## config.mk

```make
export PLATFORM = sky130hd
export DESIGN_NAME = sparc_ifu_pcrewind46
export DESIGN_NICKNAME = d
export VERILOG_FILES = /design/src/rtl/sparc_ifu_pcrewind46_pkg.sv /design/src/rtl/sparc_ifu_pcrewind46_decr.sv /design/src/rtl/sparc_ifu_pcrewind46.sv
export SDC_FILE = /design/constraint.sdc
export NUM_CORES = 1
export LEC_CHECK = 0
export ABC_AREA = 0
export ABC_CLOCK_PERIOD_IN_PS = 6300
export CAP_MARGIN = 40
export CORE_ASPECT_RATIO = 2
export CORE_MARGIN = 10
export CORE_UTILIZATION = 30
export CTS_CLUSTER_SIZE = 28
export DETAILED_ROUTE_END_ITERATION = 8
export HOLD_SLACK_MARGIN = 0.12
export PLACE_DENSITY = 0.52
export SLEW_MARGIN = 10
export SYNTH_ARGS = -nofsm -noshare
export SYNTH_HDL_FRONTEND = slang
export SYNTH_SLANG_ARGS = --single-unit
```

## constraint.sdc

```tcl
create_clock -name clk -period 6.3 [get_ports clk]
set_input_delay 1.575 -clock clk [delete_from_list [all_inputs] [get_ports clk]]
set_output_delay 1.575 -clock clk [all_outputs]
set_load 0.05 [all_outputs]
```

## src/rtl/sparc_ifu_pcrewind46_pkg.sv

```systemverilog
// ---------------------------------------------------------------------------
// sparc_ifu_pcrewind46_pkg
// Shared IFU definitions for the PC rewind engine and its decrementer.
//   PC_W    : word-granular PC width (PC[47:2])
//   CNT_W   : rewind count width (up to 2^CNT_W-1 beats per request)
//   rewind_state_e : engine state encoding (IDLE=0, EMIT=1)
// ---------------------------------------------------------------------------
package sparc_ifu_pcrewind46_pkg;

  localparam int PC_W  = 46;
  localparam int CNT_W = 4;

  typedef enum logic {
    IDLE = 1'b0,
    EMIT = 1'b1
  } rewind_state_e;

endpackage

```

## src/rtl/sparc_ifu_pcrewind46_decr.sv

```systemverilog
// ---------------------------------------------------------------------------
// sparc_ifu_decr46
// Combinational modulo-2^PC_W decrement of a word PC, the mirror image of
// the fetch-path +1 incrementer.
// Ports:
//   a     : PC to decrement
//   a_dec : a - 1 (wraps 0 -> all-ones)
//   ufl   : top bit went 1 -> 0 on this step
//   wrap  : step was from 0 to all-ones
// ---------------------------------------------------------------------------
module sparc_ifu_decr46
  import sparc_ifu_pcrewind46_pkg::*;
(
  input  logic [PC_W-1:0] a,
  output logic [PC_W-1:0] a_dec,
  output logic            ufl,
  output logic            wrap
);

  assign a_dec = a - PC_W'(1);

  // Underflow is judged on the top bit only, matching how the incrementer
  // reports overflow when bit45 goes 0 -> 1.
  assign ufl  = a[PC_W-1] & ~a_dec[PC_W-1];
  assign wrap = (a == '0);

endmodule

```

## src/rtl/sparc_ifu_pcrewind46.sv

```systemverilog
// ---------------------------------------------------------------------------
// sparc_ifu_pcrewind46
// Sequential PC rewind engine. Accepts {req_pc, req_cnt} and emits req_cnt
// successively decremented PCs (req_pc-1, req_pc-2, ...) over a valid/ready
// stream, one beat per cycle when the consumer is ready.
// Ports:
//   clk, rst_l          : clock, synchronous active-low reset
//   req_vld/req_rdy     : request handshake; req_pc, req_cnt request payload
//   abort               : synchronous flush of an in-flight rewind
//   out_vld/out_rdy     : beat handshake
//   out_pc              : decremented PC for this beat
//   out_last            : final beat of the request
//   out_ufl, out_wrap   : per-beat bit45 underflow / 0->all-ones wrap flags
//   busy                : engine is emitting
// ---------------------------------------------------------------------------
module sparc_ifu_pcrewind46
  import sparc_ifu_pcrewind46_pkg::*;
(
  input  logic             clk,
  input  logic             rst_l,
  input  logic             req_vld,
  output logic             req_rdy,
  input  logic [PC_W-1:0]  req_pc,
  input  logic [CNT_W-1:0] req_cnt,
  input  logic             abort,
  output logic             out_vld,
  input  logic             out_rdy,
  output logic [PC_W-1:0]  out_pc,
  output logic             out_last,
  output logic             out_ufl,
  output logic             out_wrap,
  output logic             busy
);

  rewind_state_e    state, state_n;
  logic [CNT_W-1:0] remaining, remaining_n;
  logic [PC_W-1:0]  pc_n;
  logic             vld_n, last_n, ufl_n, wrap_n;

  logic [PC_W-1:0]  dec_in, dec_out;
  logic             dec_ufl, dec_wrap;
  logic             accept;

  // No same-cycle re-accept: req_rdy depends on the registered state only,
  // so a request is taken one cycle after the last beat hands off.
  assign req_rdy = rst_l & ~abort & (state == IDLE);
  assign accept  = req_vld & req_rdy & (req_cnt != '0);
  assign busy    = (state == EMIT);

  // A single decrementer serves both the first step (from req_pc) and every
  // following step (from the beat currently on the output).
  assign dec_in = (state == IDLE) ? req_pc : out_pc;

  sparc_ifu_decr46 u_decr (
    .a     (dec_in),
    .a_dec (dec_out),
    .ufl   (dec_ufl),
    .wrap  (dec_wrap)
  );

  // Next-state and next-output logic; every output is registered so beats
  // stay stable under backpressure without extra holding logic.
  always_comb begin
    state_n     = state;
    remaining_n = remaining;
    pc_n        = out_pc;
    vld_n       = out_vld;
    last_n      = out_last;
    ufl_n       = out_ufl;
    wrap_n      = out_wrap;

    if (abort) begin
      state_n     = IDLE;
      remaining_n = '0;
      vld_n       = 1'b0;
      last_n      = 1'b0;
      ufl_n       = 1'b0;
      wrap_n      = 1'b0;
    end else begin
      unique case (state)
        IDLE: begin
          if (accept) begin
            state_n     = EMIT;
            remaining_n = req_cnt;
            pc_n        = dec_out;
            vld_n       = 1'b1;
            last_n      = (req_cnt == CNT_W'(1));
            ufl_n       = dec_ufl;
            wrap_n      = dec_wrap;
          end
        end
        EMIT: begin
          if (out_rdy) begin
            if (out_last) begin
              state_n     = IDLE;
              remaining_n = '0;
              vld_n       = 1'b0;
              last_n      = 1'b0;
              ufl_n       = 1'b0;
              wrap_n      = 1'b0;
            end else begin
              remaining_n = remaining - CNT_W'(1);
              pc_n        = dec_out;
              last_n      = (remaining == CNT_W'(2));
              ufl_n       = dec_ufl;
              wrap_n      = dec_wrap;
            end
          end
        end
        default: state_n = IDLE;
      endcase
    end
  end

  // State and output registers; reset also clears the PC, which abort keeps.
  always_ff @(posedge clk) begin
    if (!rst_l) begin
      state     <= IDLE;
      remaining <= '0;
      out_pc    <= '0;
      out_vld   <= 1'b0;
      out_last  <= 1'b0;
      out_ufl   <= 1'b0;
      out_wrap  <= 1'b0;
    end else begin
      state     <= state_n;
      remaining <= remaining_n;
      out_pc    <= pc_n;
      out_vld   <= vld_n;
      out_last  <= last_n;
      out_ufl   <= ufl_n;
      out_wrap  <= wrap_n;
    end
  end

endmodule
```

After elaboration in Yosys (flattened, before gate mapping)
Cells that the tools add are included.
Operators by class
  reductions and logical operators: 6
  bitwise logic cells: 9
  mux-type cells: 29
  equality and inequality tests: 6
  add/sub/neg operators: 2
Operator list (count)
  46-bit two-way mux: 4
  46-bit one-hot mux with 2 select lines: 1
  46-bit zero test: 1
  46-bit by 1-bit subtractor with 46-bit output (second input constant): 1
  1-bit two-way mux: 15
  4-bit two-way mux: 3
  1-bit one-hot mux with 2 select lines: 5
  2-bit inequality test (second input constant): 4
  4-bit one-hot mux with 2 select lines: 1
  1-bit bitwise AND: 5
  4-bit by 1-bit equality test with 1-bit output (second input constant): 1
  4-bit by 2-bit equality test with 1-bit output (second input constant): 1
  1-bit inverter: 4
  4-bit AND reduction: 1
  4-bit nonzero test: 1
  4-bit by 1-bit subtractor with 4-bit output (second input constant): 1
  3-bit AND reduction: 1
  2-bit AND reduction: 1
  2-bit OR reduction: 1
Word-level totals
  output and inout port bits: 52
  bits in registers: 55
  logic and storage cells: 59

Longest topological paths before layout
  depth after elaboration: 7
  mapped depth: 17
  mapped depth without buffers: 9

Hierarchy
Synthesis repeated with hierarchy kept, for this count alone.
Unflattened totals
  cell total of the unflattened synthesis: 444
  area total of the unflattened synthesis: 3792.4 um2
By module, submodules not included
  sparc_ifu_pcrewind46: cells each 316, area each 2884.0 um2, instances 1
  sparc_ifu_decr46: cells each 128, area each 908.4 um2, instances 1

Least setup slack after synthesis
OpenSTA, ideal clock, no wires.
  path type: register to register
  from: register state, in the netlist busy
  to: register out_pc[44]
  setup slack: 1457 ps
  cell stages (with the launch flop): 18
  clock period less this slack: 4843 ps
  setup time: 86 ps
  data arrival time: 4758 ps
  path buffers: 9
  cells stage by stage: dfxtp_1 > buf_2 > buf_2 > buf_4 > buf_2 > buf_4 > buf_2 > buf_1 > buf_1 > clkbuf_1 > mux2i_1 > ha_1 > o21ai_1 > nor4_4 > nand3_1 > nor4_1 > xor2_1 > a211oi_1
On the way
  cells in the longest elaborated chain, start to end: 6
  elaborated cells between the ends (all ways): 14
  classes of those cells: add/sub: 1; eq/ne: 3; mux: 5; bitwise: 4; reduce/logical: 1
Ends and longest elaborated chain
  from (decl): RTL line sparc_ifu_pcrewind46.sv:35  | rewind_state_e state, state_n;
  from (signal assigned): RTL line sparc_ifu_pcrewind46.sv:126  | state <= state_n;
  parallel branches: the longest is 6 deep, another holds 46-bit by 1-bit subtractor with 46-bit output
  to (signal assigned): RTL line sparc_ifu_pcrewind46.sv:128  | out_pc <= pc_n;
  to (decl): RTL line sparc_ifu_pcrewind46.sv:28  | output logic [PC_W-1:0] out_pc,
Parallel ways; which one is timed is not known. The select of a mux whose other input is x is not followed.
A chain may end at the register's enable or synchronous reset.

Worst setup path in the final report
  from: input port rst_l
  to: output port req_rdy
On the way
  cells in the longest elaborated chain, start to end: 2
Ends and longest elaborated chain
  from (decl): RTL line sparc_ifu_pcrewind46.sv:20  | input logic rst_l,
  1-bit bitwise AND (2 in a row): RTL line sparc_ifu_pcrewind46.sv:46  | assign req_rdy = rst_l & ~abort & (state == IDLE);
  to (decl): RTL line sparc_ifu_pcrewind46.sv:22  | output logic req_rdy,
No other way between the ends.

==> reports/results.tsv <==
metric	value	unit
Syn Nets	694	
Max Clock Freq	0.199	GHz
CP Buf/Inv Count	3	
top-count cell post-synth	nor2_1	
DP Wirelength	13800	um
critical path startpoint category	primary input	
Synth-to-Final Area Change	31.1	%
HP Class	reg -> reg	
Final nets	779	
critical path's top delay family	buffers and inverters	
Post-CTS Hold Fix Bufs	0	
status	complete, no violations	
Clock Pin Slew Worst Setup and Hold Paths	0.08	ns
# IOs	107	
CTS Buf Count	5	
clk buf depth	2	
sequential fraction of the synthesis area	24.3	%
Cell Area, Synth	4530	um2
Slew headroom	42.2	%
slowest stage delay, CP	0.86	ns
Post-Synthesis Cells	634	
top post-synthesis cells by area	dfxtp_1 (24%), mux2i_1 (6.4%), a21oi_1 (6.1%)	
post-DR wirelength/cell	20.1	um
Placed Area	5780	um2
Layout Skew	0.00518	ns
sequential cell area	1100	um2
gpl congestion	0.848	
GR Util All Layers	17.3	%
Synth Register Bits	55	
RSZ-0062 raised after global routing	no	
Post-CTS Setup Inserts	0	
Core Area	14800	um2
DRT iter0 DRCs	318	
via count	5301	
Avg Cell Area, Syn	7.14	um2
Netlist cell types	63	
Sum Neg Setup Slack	0	ns
crit path capture type	primary output	
P_leak	0.00194	uW
die area	20700	um2
# fillers	1583	
min Tclk post-route	5.02	ns
power per cell area	168	nW/um2
largest net degree at the start of global routing	77	
initial antenna violation count	1	
DR vias/cell	5.79	
Final ANT Viol Nets	0	
number of I/O port buffers	106	
FP Rows	63	
warning count from the yosys run	0	
final hold vios	0	
Worst Max-Slew Pin Slew	0.864	ns
final core utilization	40.0	%
post-CTS sizing	0	
critical path's slowest cell	clkdlybuf4s50_1	
Main synth FF type	dfxtp_1	
Initial Util	30.5	%
gr ovfl total	0	
Multi-input gate area	3220	um2
clock sinks	55	
worst path cell trace	clkdlybuf4s50_1, buf_4, nor3b_1, clkdlybuf4s50_1	
period utilization	79.6	%
CTS tree	done	
Final Max Slew Viols	0	
share of cells above drive strength 1	4.86	%
CTS root buf	clkbuf_16	
CP arrival	3.44	ns
# DRC	0	
final WL	18400	um
Yosys top cell area share	24.3	%
Crit path top cell by count	clkdlybuf4s50_1	
final instance area	5930	um2
asr flop ratio synth	0	%
Die Height	194	um
setup violators final	0	
Worst Path Required	4.72	ns
Synth area leader	dfxtp_1	
CP max FO	23	
max cap viols	0	
kind of critical path	in -> out	
Post-synth EDFFs	0	
drt pass-1 iters	5	
Clk Latency, worst-skew pair	0.30	ns
peak supply drop	108	uV
number of global-route vias before repair	5424	
synth cell count leaders	nor2_1 (72), nand2_1 (56), a21oi_1 (55), dfxtp_1 (55), nor3_1 (43)	
first-pass GRT wire length	29200	um
htree depth	2	
Die X	107	um
[cell usage in the layout (no fill, tap or decap), drive strengths merged, types with 4 or more instances in the layout]
master,synthesis,routed
clkdlybuf4s50,0,106
nor2,72,72
nand2,56,56
a21oi,55,55
dfxtp,55,55
nor3,43,43
o21ai,41,41
mux2i,29,29
nor3b,21,21
nand3,19,19
or3,18,18
o22ai,15,15
o211ai,15,15
buf,16,13
a31oi,12,12
inv,10,10
a211oi,10,10
nor2b,8,8
xor2,8,8
a21o,8,8
nor4,8,8
nand2b,7,7
mux2,7,7
clkbuf,25,6
o31ai,5,5
a22oi,5,5
o21a,5,5
ha,5,5
nor4b,4,4
nand4,4,4
and3,4,4
or3b,4,4
[cells by family (layout without fill, tap and decap cells)]
family | count (synthesis) | count (layout) | share of synthesized area [%]
AOI/OAI and AO/OA | 200 | 200 | 28.3
xor gates and xnor gates | 9 | 9 | 1.74
adders and majority gates | 5 | 5 | 1.38
buffers and inverters | 51 | 137 | 4.62
DFF | 55 | 55 | 24.3
muxes | 36 | 36 | 8.24
other | 0 | 1 | 0
and+or+nand+nor | 278 | 278 | 31.4
[worst reg2reg max path: cells and delay by family, from the launching register on]
kind / cells / cell delay [ns]
adder cells (fa/ha/maj): 1 / 0.31
AO/OA/AOI/OAI: 3 / 0.75
flip-flops: 1 / 0.86
AND/OR/NAND/NOR: 5 / 1.63
buffers and inverters: 1 / 0.63
[power breakdown]
group	switching [uW]	total (uW)	leakage [uW]	internal, uW
logic	179	295	0.00142	116
clock network	148	308	0.0000731	160
registers	29.8	392	0.000448	362
[worst paths after layout]
check,slack [ns],from,cells after the start,end
min,0.46,out_wrap$_SDFFE_PP0P_,2,out_wrap$_SDFFE_PP0P_
min reg2reg,0.46,out_wrap$_SDFFE_PP0P_,2,out_wrap$_SDFFE_PP0P_
max,1.28,rst_l,4,req_rdy
max reg2reg,2.00,busy$_SDFF_PP0_,10,out_pc[45]$_SDFFE_PN0P_
[per-layer routing]
| metal | track usage, % | vias up | part of all wire [%] |
|---|---|---|---|
| met5 | 0 | - | 0 |
| met4 | 8.70 | 0 | 3.8 |
| met3 | 2.66 | 42 | 5.8 |
| met2 | 31.9 | 195 | 54 |
| met1 | 18.2 | 2519 | 37 |
| li1 | - | 2545 | - |
[through the flow]
step           instances  hold slack (ns)  total power, uW  setup slack [ns]
3_3_place_gp         906            0.455              689              1.19
4_1_cts              915            0.473             1000              1.26
3_5_place_dp         907            0.459              695              1.12
5_1_grt              916            0.507             1040              1.15
6_report             916            0.465              995              1.28
2_1_floorplan        634            0.479              570              1.46
[area by class of cell]
cell class	count	share of cell area (%)
Multi-Input combinational cell	528	54.3
Antenna cell	1	0.0422
Sequential cell	55	18.6
Tap cell	195	4.11
Clock inverter	2	0.274
Inverter	10	0.633
Clock buffer	6	2.34
Timing Repair Buffer	119	19.7
[sequential cells by signal, summed over array words and instances (netlist names)]
signal,count
out_pc,46
out_wrap,1
busy,1
out_vld,1
out_last,1
remaining,4
out_ufl,1
Power figures use the tool's default switching activity.
